===== config.mk =====
export PLATFORM = sky130hd
export DESIGN_NAME = divisao_matriz_num
export DESIGN_NICKNAME = d
export VERILOG_FILES = /design/src/rtl/divisao_matriz_num.sv
export SDC_FILE = /design/constraint.sdc
export NUM_CORES = 1
export LEC_CHECK = 0
export ABC_AREA = 1
export CAP_MARGIN = 40
export CORE_MARGIN = 8
export CORE_UTILIZATION = 39
export DETAILED_ROUTE_END_ITERATION = 6
export GPL_TIMING_DRIVEN = 0
export SYNTH_ARGS = -nofsm -noshare
export SYNTH_HDL_FRONTEND = slang
export SYNTH_SLANG_ARGS = --single-unit

===== constraint.sdc =====
create_clock -name clk -period 16.9 [get_ports clk]
set_clock_uncertainty 0.05 [all_clocks]
set_input_delay 1.69 -clock clk [delete_from_list [all_inputs] [get_ports clk]]
set_output_delay 1.69 -clock clk [all_outputs]
set_load 0.02 [all_outputs]

===== src/rtl/divisao_matriz_num.sv =====
// ============================================================================
// divisao_matriz_num
// ----------------------------------------------------------------------------
// Sequential divider for the matrix ALU. It divides every signed element of a
// 5x5 matrix by one signed scalar. It is the inverse companion of the
// combinational scalar-by-matrix multiplier.
//
// A single W-bit restoring divider is reused for each element in turn. Each
// element takes W+2 cycles: PREP (1) + DIV (W) + WRITE (1).
//
// Packed matrix format, shared with the multiplier: element i is at
// [(i*W) +: W], two's complement.
//
// Ports
//   clk            in   1         clock, rising edge
//   rst            in   1         asynchronous reset, active-high
//   start          in   1         request pulse, sampled only in IDLE
//   matriz_A       in   N_ELEM*W  dividend matrix, captured on accept
//   num_inteiro    in   W         signed divisor, captured on accept
//   nova_matriz_A  out  N_ELEM*W  quotient matrix
//   busy           out  1         high from the accepting edge until DONE is left
//   done           out  1         one-cycle completion pulse
//   overflow_flag  out  1         some element computed (-2^(W-1)) / (-1)
//   div_zero_flag  out  1         operation aborted, divisor was zero
//   resto_matriz_A out  N_ELEM*W  signed remainders (only with DIVISAO_RESTO_EN)
//
// Optional feature: define DIVISAO_RESTO_EN to add the resto_matriz_A
// remainder output. The remainder takes the sign of the dividend.
//
// Quotients truncate toward zero. The overflow case -128 / -1 wraps to 0x80.
// ============================================================================
module divisao_matriz_num #(
    parameter int N_ELEM = 25,
    parameter int W      = 8
) (
    input  logic                clk,
    input  logic                rst,
    input  logic                start,
    input  logic [N_ELEM*W-1:0] matriz_A,
    input  logic [W-1:0]        num_inteiro,
    output logic [N_ELEM*W-1:0] nova_matriz_A,
    output logic                busy,
    output logic                done,
    output logic                overflow_flag,
    output logic                div_zero_flag
`ifdef DIVISAO_RESTO_EN
    ,
    output logic [N_ELEM*W-1:0] resto_matriz_A
`endif
);

    localparam int IDX_W = (N_ELEM > 1) ? $clog2(N_ELEM) : 1;
    localparam int CNT_W = $clog2(W + 1);

    typedef enum logic [2:0] {
        S_IDLE,
        S_PREP,
        S_DIV,
        S_WRITE,
        S_DONE
    } state_t;

    state_t               state_q;
    logic [IDX_W-1:0]     idx_q;
    logic [CNT_W-1:0]     cnt_q;

    // Operands captured at accept, so later input changes have no effect
    logic [N_ELEM*W-1:0]  mat_q;
    logic [W-1:0]         dvs_q;

    // Restoring divider state. The dividend magnitude is shifted out of quo_q
    // MSB-first while quotient bits are shifted in at the LSB.
    logic [W-1:0]         rem_q;
    logic [W-1:0]         quo_q;
    logic [W-1:0]         dsr_q;
    logic                 qsign_q;
`ifdef DIVISAO_RESTO_EN
    logic                 rsign_q;
    logic [W-1:0]         r_signed;
`endif

    logic [W-1:0]         elem_w;
    logic                 a_neg;
    logic                 d_neg;
    logic [W-1:0]         a_mag;
    logic [W-1:0]         d_mag;
    logic [W:0]           rem_sh;
    logic [W:0]           diff;
    logic [W-1:0]         rem_d;
    logic [W-1:0]         quo_d;
    logic [W-1:0]         q_signed;
    logic                 ovf_elem;

    always_comb begin
        elem_w   = mat_q[int'(idx_q)*W +: W];
        a_neg    = elem_w[W-1];
        d_neg    = dvs_q[W-1];

        // Negating -2^(W-1) in W bits yields the same bit pattern.
        // Read as unsigned, that pattern is the correct magnitude 2^(W-1).
        a_mag    = a_neg ? -elem_w : elem_w;
        d_mag    = d_neg ? -dvs_q  : dvs_q;

        // One restoring step. The extra bit of diff is the borrow.
        rem_sh   = {rem_q, quo_q[W-1]};
        diff     = rem_sh - {1'b0, dsr_q};
        if (!diff[W]) begin
            rem_d = diff[W-1:0];
            quo_d = {quo_q[W-2:0], 1'b1};
        end else begin
            rem_d = rem_sh[W-1:0];
            quo_d = {quo_q[W-2:0], 1'b0};
        end

        // A magnitude of 2^(W-1) with a positive sign wraps to 0x80
        q_signed = qsign_q ? -quo_q : quo_q;
`ifdef DIVISAO_RESTO_EN
        r_signed = rsign_q ? -rem_q : rem_q;
`endif
        ovf_elem = (elem_w == {1'b1, {(W-1){1'b0}}}) && (dvs_q == '1);
    end

    always_ff @(posedge clk or posedge rst) begin
        if (rst) begin
            state_q       <= S_IDLE;
            idx_q         <= '0;
            cnt_q         <= '0;
            mat_q         <= '0;
            dvs_q         <= '0;
            rem_q         <= '0;
            quo_q         <= '0;
            dsr_q         <= '0;
            qsign_q       <= 1'b0;
            nova_matriz_A <= '0;
            busy          <= 1'b0;
            done          <= 1'b0;
            overflow_flag <= 1'b0;
            div_zero_flag <= 1'b0;
`ifdef DIVISAO_RESTO_EN
            rsign_q        <= 1'b0;
            resto_matriz_A <= '0;
`endif
        end else begin
            case (state_q)
                S_IDLE: begin
                    done <= 1'b0;
                    if (start) begin
                        mat_q         <= matriz_A;
                        dvs_q         <= num_inteiro;
                        idx_q         <= '0;
                        busy          <= 1'b1;
                        overflow_flag <= 1'b0;
                        if (num_inteiro == '0) begin
                            // Abort: zero the results and report completion
                            div_zero_flag <= 1'b1;
                            nova_matriz_A <= '0;
`ifdef DIVISAO_RESTO_EN
                            resto_matriz_A <= '0;
`endif
                            done          <= 1'b1;
                            state_q       <= S_DONE;
                        end else begin
                            div_zero_flag <= 1'b0;
                            state_q       <= S_PREP;
                        end
                    end
                end

                S_PREP: begin
                    rem_q   <= '0;
                    quo_q   <= a_mag;
                    dsr_q   <= d_mag;
                    qsign_q <= a_neg ^ d_neg;
`ifdef DIVISAO_RESTO_EN
                    rsign_q <= a_neg;
`endif
                    cnt_q   <= '0;
                    state_q <= S_DIV;
                end

                S_DIV: begin
                    rem_q <= rem_d;
                    quo_q <= quo_d;
                    cnt_q <= cnt_q + CNT_W'(1);
                    if (cnt_q == CNT_W'(W - 1)) begin
                        state_q <= S_WRITE;
                    end
                end

                S_WRITE: begin
                    nova_matriz_A[int'(idx_q)*W +: W] <= q_signed;
`ifdef DIVISAO_RESTO_EN
                    resto_matriz_A[int'(idx_q)*W +: W] <= r_signed;
`endif
                    if (ovf_elem) begin
                        overflow_flag <= 1'b1;
                    end
                    if (idx_q == IDX_W'(N_ELEM - 1)) begin
                        done    <= 1'b1;
                        state_q <= S_DONE;
                    end else begin
                        idx_q   <= idx_q + IDX_W'(1);
                        state_q <= S_PREP;
                    end
                end

                S_DONE: begin
                    done    <= 1'b0;
                    busy    <= 1'b0;
                    state_q <= S_IDLE;
                end

                default: begin
                    state_q <= S_IDLE;
                end
            endcase
        end
    end

endmodule

* Yosys cells after proc, flatten, opt, wreduce, memory -nomap -nowiden *
Cells that the tools add are included.

storage, ports and cells
  register bits after elaboration = 449
  memory bits (writable) = 0
  memories = 0
  output and inout port bits = 204
  latch bits = 0
  bits in read-only memories = 0

operators by class
  muxes and demuxes = 29
  divide/modulo/power cells = 0
  equality and inequality tests = 14
  bitwise operators = 1
  add/subtract/negate cells = 7
  shifts and indexed selects = 3
  reductions and logical operators = 14
  multipliers = 0
  $lt $le $gt $ge = 0

operators by type and width
  cell                        number
  $mux W200                   2
  $pmux W200 S2               1
  $bwmux W200                 1
  $shift A8 B33 Y200 const A  1
  $shiftx A200 B9 Y8          1
  $shiftx A8 B33 Y200         1
  $neg A8 Y33                 1
  $mux W8                     4
  $pmux W8 S2                 2
  $neg A8 Y8                  3
  $eq A8 B8 Y1 const B        2
  $mux W3                     4
  $ne A2 B2 Y1 const B        6
  $pmux W3 S4                 1
  $mux W5                     2
  $pmux W5 S2                 1
  $reduce_and A3 Y1           3
  $sub A9 B8 Y9               1
  $logic_not A8 Y1            1
  $pmux W4 S2                 1
  $reduce_and A2 Y1           4
  $mux W1                     7
  $eq A3 B2 Y1 const B        2
  $reduce_bool A2 Y1          3
  other kinds (12)            13

* Longest topological paths before layout *
Gate-level depths: netlist of the first run.

  depth after elaboration = 5
  depth in mapped cells = 19
  mapped depth without buffers = 17

* Worst setup path after synthesis of the first run *
No wires, ideal clock.

  kind = input to register
  from = in num_inteiro[3]
  to = reg nova_matriz_A[175]
  arrival time = 2.931 ns
  stages = 10
  slack = 13.786 ns
  path through = nor2_1 > nand4_1 > a21oi_4 > inv_1 > nor2_2 > nand3_1 > nand2_1 > inv_2 > nand2_1 > o31ai_1

on the way
  word-level cells in the longest chain between the ends = 3

RTL lines
  item                                RTL line  RTL
  from (decl)                         40        input logic [W-1:0] num_inteiro,
  $logic_not A8 Y1                    153       if (num_inteiro == '0) begin
  $ne A2 B2 Y1 (no source line)       --
  $reduce_and A3 Y1 (no source line)  --
  to (signal, indexed assignment)     191       nova_matriz_A[int'(idx_q)*W +: W] <= q_signed;
  to (decl)                           41        output logic [N_ELEM*W-1:0] nova_matriz_A,

Every way passes these cells.
A chain may end at the register's enable or synchronous reset.

* Worst setup path in the final report of the first run *
  from = reg idx_q[0]
  to = reg nova_matriz_A[197]

on the way
  word-level cells in the longest chain between the ends = 4
  elaborated cells between the ends (all ways) = 5
  classes of those cells = add/sub: 1; shift: 2; mux: 2

RTL lines
  item                                                              RTL line  RTL
  from (decl)                                                       64        logic [IDX_W-1:0] idx_q;
  from (signal assigned)                                            202       idx_q <= idx_q + IDX_W'(1);
  $neg A8 Y33 (*)                                                   191
  $shiftx A8 B33 Y200 / $shift A8 B33 Y200 (equally long branches)  191
  $bwmux W200 (*)                                                   191
  $pmux W200 S2 (*)                                                 144       case (state_q)

Every way passes the cells marked *; elsewhere a longest branch is shown, timed or not.

==> metrics.yaml, run 1 <==
worst_hold_path:
  hp-start: "mat_q[29]"
  min_path_type: "reg -> reg"
  min_to: "mat_q[29]"
  hold_path_depth: 2
yosys:
  ys_ff_latch: 449
  ys_warn_count: 0
  synth_edf_count: 0
  synth_cells: 2557
  yosysUniqueCellTypes: 49
  syn-cell-area_um2: 21000
  synth_ff_type: "dfrtp_1"
  synth-async-reset-ratio_pct: 100
  ys_seq_area_share_pct: 53.5
  syn_area_per_cell_um2: 8.21
  syn_nets: 2785
cts:
  clkLatencyLatePin_ps: 600
  post_cts_buffers: 0
  cts.repair.resized: 0
  cts.sinks: 449
  clock-root-buffer: "clkbuf_16"
  htree_levels: 2
  cts_buffers: 50
  holdBufCountCts: 0
  cts_tree: "yes"
  cts.clk_slew.worst_paths_ps: 60
  clockBufferDepth: 3
placement:
  io_buffers: 414
  dp_slack_ps: 12390
  dp_hpwl_um: 63300
  place.gp.congestion: 0.926
job:
  cap_viol_max_count: 0
setup_path:
  crit_path_end_kind: "flop"
  crit_type: "reg -> reg"
  cp_max_fo: 10
  required_ps: 17360
  cp.arrival_ps: 4890
  ff2ff_setup_slack_ps: 12470
  crit_path_frequent_cell: "nand2_1"
  cpMaxStageDelayCell: "clkinv_1"
  r2r-start: "idx_q[0]"
  crit_path_cell_trace: "buf_4, inv_1, buf_2, buf_2, ha_1, nand2_1, nor2_1, ha_1, clkbuf_1, clkinv_1, nand2_1, nor2_1, o21ai_1, nand2_1, o21ai_0"
  reg2reg_to: "nova_matriz_A[197]"
  cp_slowest_stage_delay_ps: 610
  reg2reg_depth: 15
  startpoint_type: "flop"
status:
  status: "completed"
timing:
  setup_viol: 0
  final.period_utilization_pct: 26.2
  finalHoldViolations: 0
  rsz0062_at_grt: "no"
  period_minus_slack_ps: 4430
  clock.fmax_mhz: 226
  slew_headroom_pct: 37.2
  worst_slack_ps: 12470
  worstMarginPinSlew_ps: 934
  drv_slew: 0
drt:
  drtAntennaViolNets: 0
  routed_wl_um: 81700
  drc: 0
  vias_per_cell: 5.39
  first_pass_iters: 5
  vias: 20300
  drtIter0Drc: 1961
  avgRoutedWirePerCell_um: 21.7
cells_and_area:
  drive_above_1_share_pct: 5.68
  final_common_cell: "nand2_1"
  fin_util_pct: 52.0
  area_growth_pct: 32.5
  fin_nets: 3257
  mostFrequentLayoutCells: "782 x nand2_1, 449 x dfrtp_1, 414 x clkdlybuf4s50_1"
power_and_ir_drop:
  p_leak_nw: 12.5
  p_per_area_nw_per_um2: 187
  ir_worst_vdd_v: 0.0000889
floorplanning:
  num_rows: 85
  core-area_um2: 53500
  start_util_pct: 39.2
  die_h_um: 248
  fp.dieW_um: 248
  dieArea_um2: 61500
  num_io_pins: 415
global_route:
  grt_pass1_vias: 20500
  grt_max_degree: 125
  grtUsageTotal_pct: 26.1
  grt_first_pass_wirelength_um: 123000
  antenna_found_initial: 1
  grt_overflow: 0
worst max-delay path, delay by kind of cell (launching register included):
| kind | cells | cell delay (ps) |
|---|---|---|
| flip-flops | 1 | 380 |
| adder cells (fa/ha/maj) | 2 | 370 |
| AND/OR/NAND/NOR | 5 | 810 |
| buffers and inverters | 6 | 2120 |
| AO/OA/AOI/OAI | 2 | 610 |
where the power goes:
group          switching [mW]  internal (mW)
Clock                   0.451          0.654
Combinational            1.64          0.770
Sequential              0.204           1.48
area by class of cell:
class,instances,area [µm²]
inverters,290,1100
flip-flops and latches,449,11200
clock buffers,74,1490
plain buffers,128,542
multi-input cells,1690,8120
diodes,1,2.50
well taps,696,871
clock inverters,13,170
fillers,5097,25700
repair buffers,420,4270
per-layer routing:
layer | track usage [%] | vias up | share of wire (%)
met5 | 0 | - | 0.0012
met4 | 12.7 | 2 | 5.1
met3 | 4.70 | 199 | 7.6
met2 | 41.3 | 855 | 45
met1 | 34.3 | 9924 | 42
li1 | - | 9279 | -
how the worst max path moves through the flow:
stage                  start                  to  depth (start not counted)
floorplan                rst                busy                          1
global placement         rst   nova_matriz_A[19]                          2
detailed placement     start           mat_q[80]                          7
CTS                 idx_q[0]  nova_matriz_A[197]                         15
global route        idx_q[0]  nova_matriz_A[197]                         15
finish              idx_q[0]  nova_matriz_A[197]                         15
per-stage QoR:
stage | instance area [µm²] | hold slack (ps) | setup TNS [ps] | instances | power (mW)
after floorplan | 21000 | 385 | 0 | 2557 | 3.08
after global placement | 26000 | 396 | -1180420 | 3667 | 4.03
after detailed placement | 26100 | 403 | 0 | 3672 | 4.07
after CTS | 27800 | 418 | 0 | 3759 | 5.19
after global routing | 27800 | 434 | 0 | 3760 | 5.53
final | 27800 | 412 | 0 | 3761 | 5.20
registers in the layout, summed over array words and instances, names as in the netlist:
signal	flops
overflow_flag	1
dsr_q	8
qsign_q	1
nova_matriz_A	200
dvs_q	8
state_q	3
done	1
idx_q	5
mat_q	200
quo_q	8
cnt_q	4
div_zero_flag	1
rem_q	8
busy	1
cells in the mapped netlist (2+ instances only):
| cell | instances | area share, % |
|---|---|---|
| a21oi_1 | 65 | 1.6 |
| a22o_1 | 4 | 0.17 |
| a32o_1 | 11 | 0.52 |
| buf_1 | 10 | 0.18 |
| buf_2 | 28 | 0.67 |
| buf_4 | 7 | 0.25 |
| clkbuf_1 | 83 | 1.5 |
| dfrtp_1 | 449 | 54 |
| ha_1 | 16 | 0.95 |
| inv_1 | 278 | 5.0 |
| inv_2 | 11 | 0.20 |
| nand2_1 | 782 | 14 |
| nand2_2 | 4 | 0.12 |
| nand3_1 | 143 | 3.4 |
| nand3_2 | 5 | 0.24 |
| nand4_1 | 40 | 1.2 |
| nor2_1 | 93 | 1.7 |
| nor2_2 | 7 | 0.21 |
| nor2_4 | 6 | 0.32 |
| nor3_1 | 14 | 0.33 |
| nor3b_1 | 2 | 0.072 |
| nor4_1 | 3 | 0.089 |
| o211ai_1 | 32 | 1.1 |
| o21ai_0 | 346 | 8.3 |
| o21ai_1 | 8 | 0.19 |
| o21ai_2 | 8 | 0.33 |
| o21bai_1 | 3 | 0.11 |
| o22ai_1 | 18 | 0.54 |
| o31ai_1 | 24 | 0.86 |
| o32ai_1 | 17 | 0.71 |
| or2_0 | 2 | 0.060 |
| or2_2 | 6 | 0.18 |
| xor2_1 | 16 | 0.67 |
kinds of logic (layout without fill, tap and decap cells):
logic type	count (synthesis)	in the layout	synth area share, %
flops	449	449	53.5
simple gates	1113	1113	22.2
fa+ha+maj	17	17	1.05
buf+inv	418	925	7.77
xor+xnor	17	17	0.709
compound gates	543	543	14.7
other cells	0	1	0
Power figures use the tool's default switching activity.
==> run 2, diff against run 1 <==
clock period = 4.55 ns   (was 16.9 ns; I/O delays follow)
==> run 2 against run 1 <==
First-iteration DRC count is 1.7% lower. Critical path depth stayed put. Total power grew to 3.8 times the previous value. Register-to-register slack worse by 12000 ps. Critical path type unchanged. Die area stayed put. Combinational power grew to 3.7 times the previous value. Sequential cell count stayed put. Clock power grew to 4.0 times the previous value. Wire length is 0.11% higher. Setup slack worse by 12000 ps. Cell area is 0.94% higher. Via count is 0.47% lower. Largest power group unchanged.
==> metrics.yaml, run 2 (synthesis gave the netlist of run 1 again) <==
status:
  status: "completed"  # unchanged
setup_path:
  crit_path_end_kind: "flop"  # unchanged
  required_ps: 5020  # was 17360 ps
  cp_max_fo: 10  # unchanged
  cp.arrival_ps: 4840  # was 4890 ps
  startpoint_type: "flop"  # unchanged
  crit_type: "reg -> reg"  # unchanged
placement:
  place.gp.congestion: 0.934  # was 0.926
  io_buffers: 414  # unchanged
  dp_hpwl_um: 63800  # was 63300 µm
  dp.cells: 3682  # was 3672
  placed_cell_area_um2: 26300  # was 26100 µm²
  dp_slack_ps: 256  # was 12390 ps
timing:
  period_minus_slack_ps: 4370  # was 4430 ps
  worstMarginPinSlew_ps: 924  # was 934 ps
  finalHoldViolations: 0  # unchanged
  drv_slew: 0  # unchanged
  clock.fmax_mhz: 229  # was 226 MHz
  tns_ps: 0  # unchanged
  rsz0062_at_grt: "no"  # unchanged
  worst_slack_ps: 184  # was 12470 ps
  final.period_utilization_pct: 96.0  # was 26.2%
  slew_headroom_pct: 37.9  # was 37.2%
  whs_ps: 214  # was 412 ps
  setup_viol: 0  # unchanged
power_and_ir_drop:
  internal-power_mw: 11.1  # was 2.90 mW
  p_clk_share_pct: 22.5  # was 21.3%
  ir_worst_vdd_v: 0.000302  # was 0.0000889 V
  p_total_mw: 19.6  # was 5.20 mW
  p_leak_nw: 12.7  # was 12.5 nW
  p_seq_share_pct: 31.9  # was 32.4%
  pwr-share-comb_pct: 45.7  # was 46.4%
  p_switching_mw: 8.53  # was 2.30 mW
  p_per_area_nw_per_um2: 699  # was 187 nW/µm²
  swShare_pct: 43.5  # was 44.2%
floorplanning:
  start_util_pct: 39.2  # unchanged
  fp.dieW_um: 248  # unchanged
  dieArea_um2: 61500  # unchanged
  core-area_um2: 53500  # unchanged
  num_rows: 85  # unchanged
  die_h_um: 248  # unchanged
  num_io_pins: 415  # unchanged
cts:
  post_cts_buffers: 0  # unchanged
  clkLatencyLatePin_ps: 600  # about the same
  clockBufferDepth: 3  # unchanged
  cts_tree: "yes"  # unchanged
  clock-root-buffer: "clkbuf_16"  # unchanged
  cts.sinks: 449  # unchanged
  cts.clk_slew.worst_paths_ps: 60  # about the same
  holdBufCountCts: 0  # unchanged
  htree_levels: 2  # unchanged
  cts.repair.resized: 0  # unchanged
  cts_buffers: 50  # unchanged
global_route:
  grt_max_degree: 40  # was 125
  antenna_found_initial: 2  # was 1
  grt_pass1_vias: 20300  # was 20500
  grtUsageTotal_pct: 26.0  # was 26.1%
  grt_first_pass_wirelength_um: 122000  # was 123000 µm
  grt_overflow: 0  # unchanged
drt:
  drc: 0  # unchanged
  routed_wl_um: 81800  # was 81700 µm
  vias_per_cell: 5.35  # was 5.39
  drtAntennaViolNets: 0  # unchanged
  avgRoutedWirePerCell_um: 21.7  # about the same
  first_pass_iters: 6  # was 5
  drtIter0Drc: 1928  # was 1961
  vias: 20200  # was 20300
cells_and_area:
  instances_no_fill: 3770  # was 3761
  reg.largest.list: "mat_q (200), nova_matriz_A (200)"  # unchanged
  fill_cells: 5024  # was 5097
  area_growth_pct: 33.7  # was 32.5%
  mostFrequentLayoutCells: "782 x nand2_1, 449 x dfrtp_1, 414 x clkdlybuf4s50_1"  # unchanged
  num_antenna_cells: 0  # was 1
  fin_nets: 3266  # was 3257
  fin_util_pct: 52.5  # was 52.0%
  final_common_cell: "nand2_1"  # unchanged
  design_area_um2: 28100  # was 27800 µm²
  seqCellArea_um2: 11200  # unchanged
  multi_input_comb_area_um2: 8120  # unchanged
  drive_above_1_share_pct: 6.02  # was 5.68%
job:
  cap_viol_max_count: 0  # unchanged
worst_hold_path:
  min_path_type: "in -> async"  # was reg -> reg
-- run 2: cell count changes in the layout (fill, tap and decap cells not counted) --
cell,previous run,this run
clkinv_4,2,1
buf_16,4,0
clkbuf_8,13,12
bufinv_16,3,9
clkbuf_1,93,92
buf_12,0,13
inv_8,1,0
clkinvlp_4,0,3
clkinv_2,6,4
clkbuf_16,51,50
clkinv_8,2,1
diode_2,1,0
-- run 2: layer usage --
layer	track usage, %	wire (µm)	vias up
met5	0	27	-
met4	12.6	3980	4
met3	5.06	6600	192
met2	41.1	37300	847
met1	34.1	33900	9806
li1	-	-	9315
-- run 2: path summary, 6_finish.rpt --
kind,start,to,slack (ps),cells past startpoint
setup / recovery,idx_q[0],nova_matriz_A[197],180,15
hold / removal,rst,mat_q[107],210,2
setup reg to reg,idx_q[0],nova_matriz_A[197],180,15
hold reg to reg,mat_q[163],mat_q[163],420,2
max in group asynchronous,rst,nova_matriz_A[140],2930,6
min in group clk,matriz_A[19],mat_q[19],350,3
-- run 2: area by class of cell --
type / count / share of cell area [%]
plain buffers: 128 / 1.93
clock buffers: 71 / 5.17
clock inverters: 17 / 1.18
inverters: 290 / 3.89
multi-input cells: 1690 / 28.9
flip-flops and latches: 449 / 40.0
well taps: 696 / 3.10
repair buffers: 429 / 15.7
-- run 2: critical path, cell delays in order, from the launching register on --
cell      delay (ps)
dfrtp_1          390
buf_4            170
inv_1            120
buf_2            300
buf_2            340
ha_1             210
nand2_1           90
nor2_1           160
ha_1             150
clkbuf_1         550
clkinv_1         620
nand2_1          310
nor2_1            90
o21ai_1          510
nand2_1          130
o21ai_0          110
-- run 2: power groups by stage --
| stage | Clock [mW] | Sequential, mW | Combinational [mW] |
|---|---|---|---|
| after floorplan | 0 | 6.68 | 4.74 |
| after CTS | 4.47 | 6.24 | 8.89 |
| after global placement | 0 | 6.28 | 8.67 |
| final | 4.40 | 6.25 | 8.96 |
| after global routing | 4.64 | 6.41 | 9.78 |
| after detailed placement | 0 | 6.30 | 8.83 |
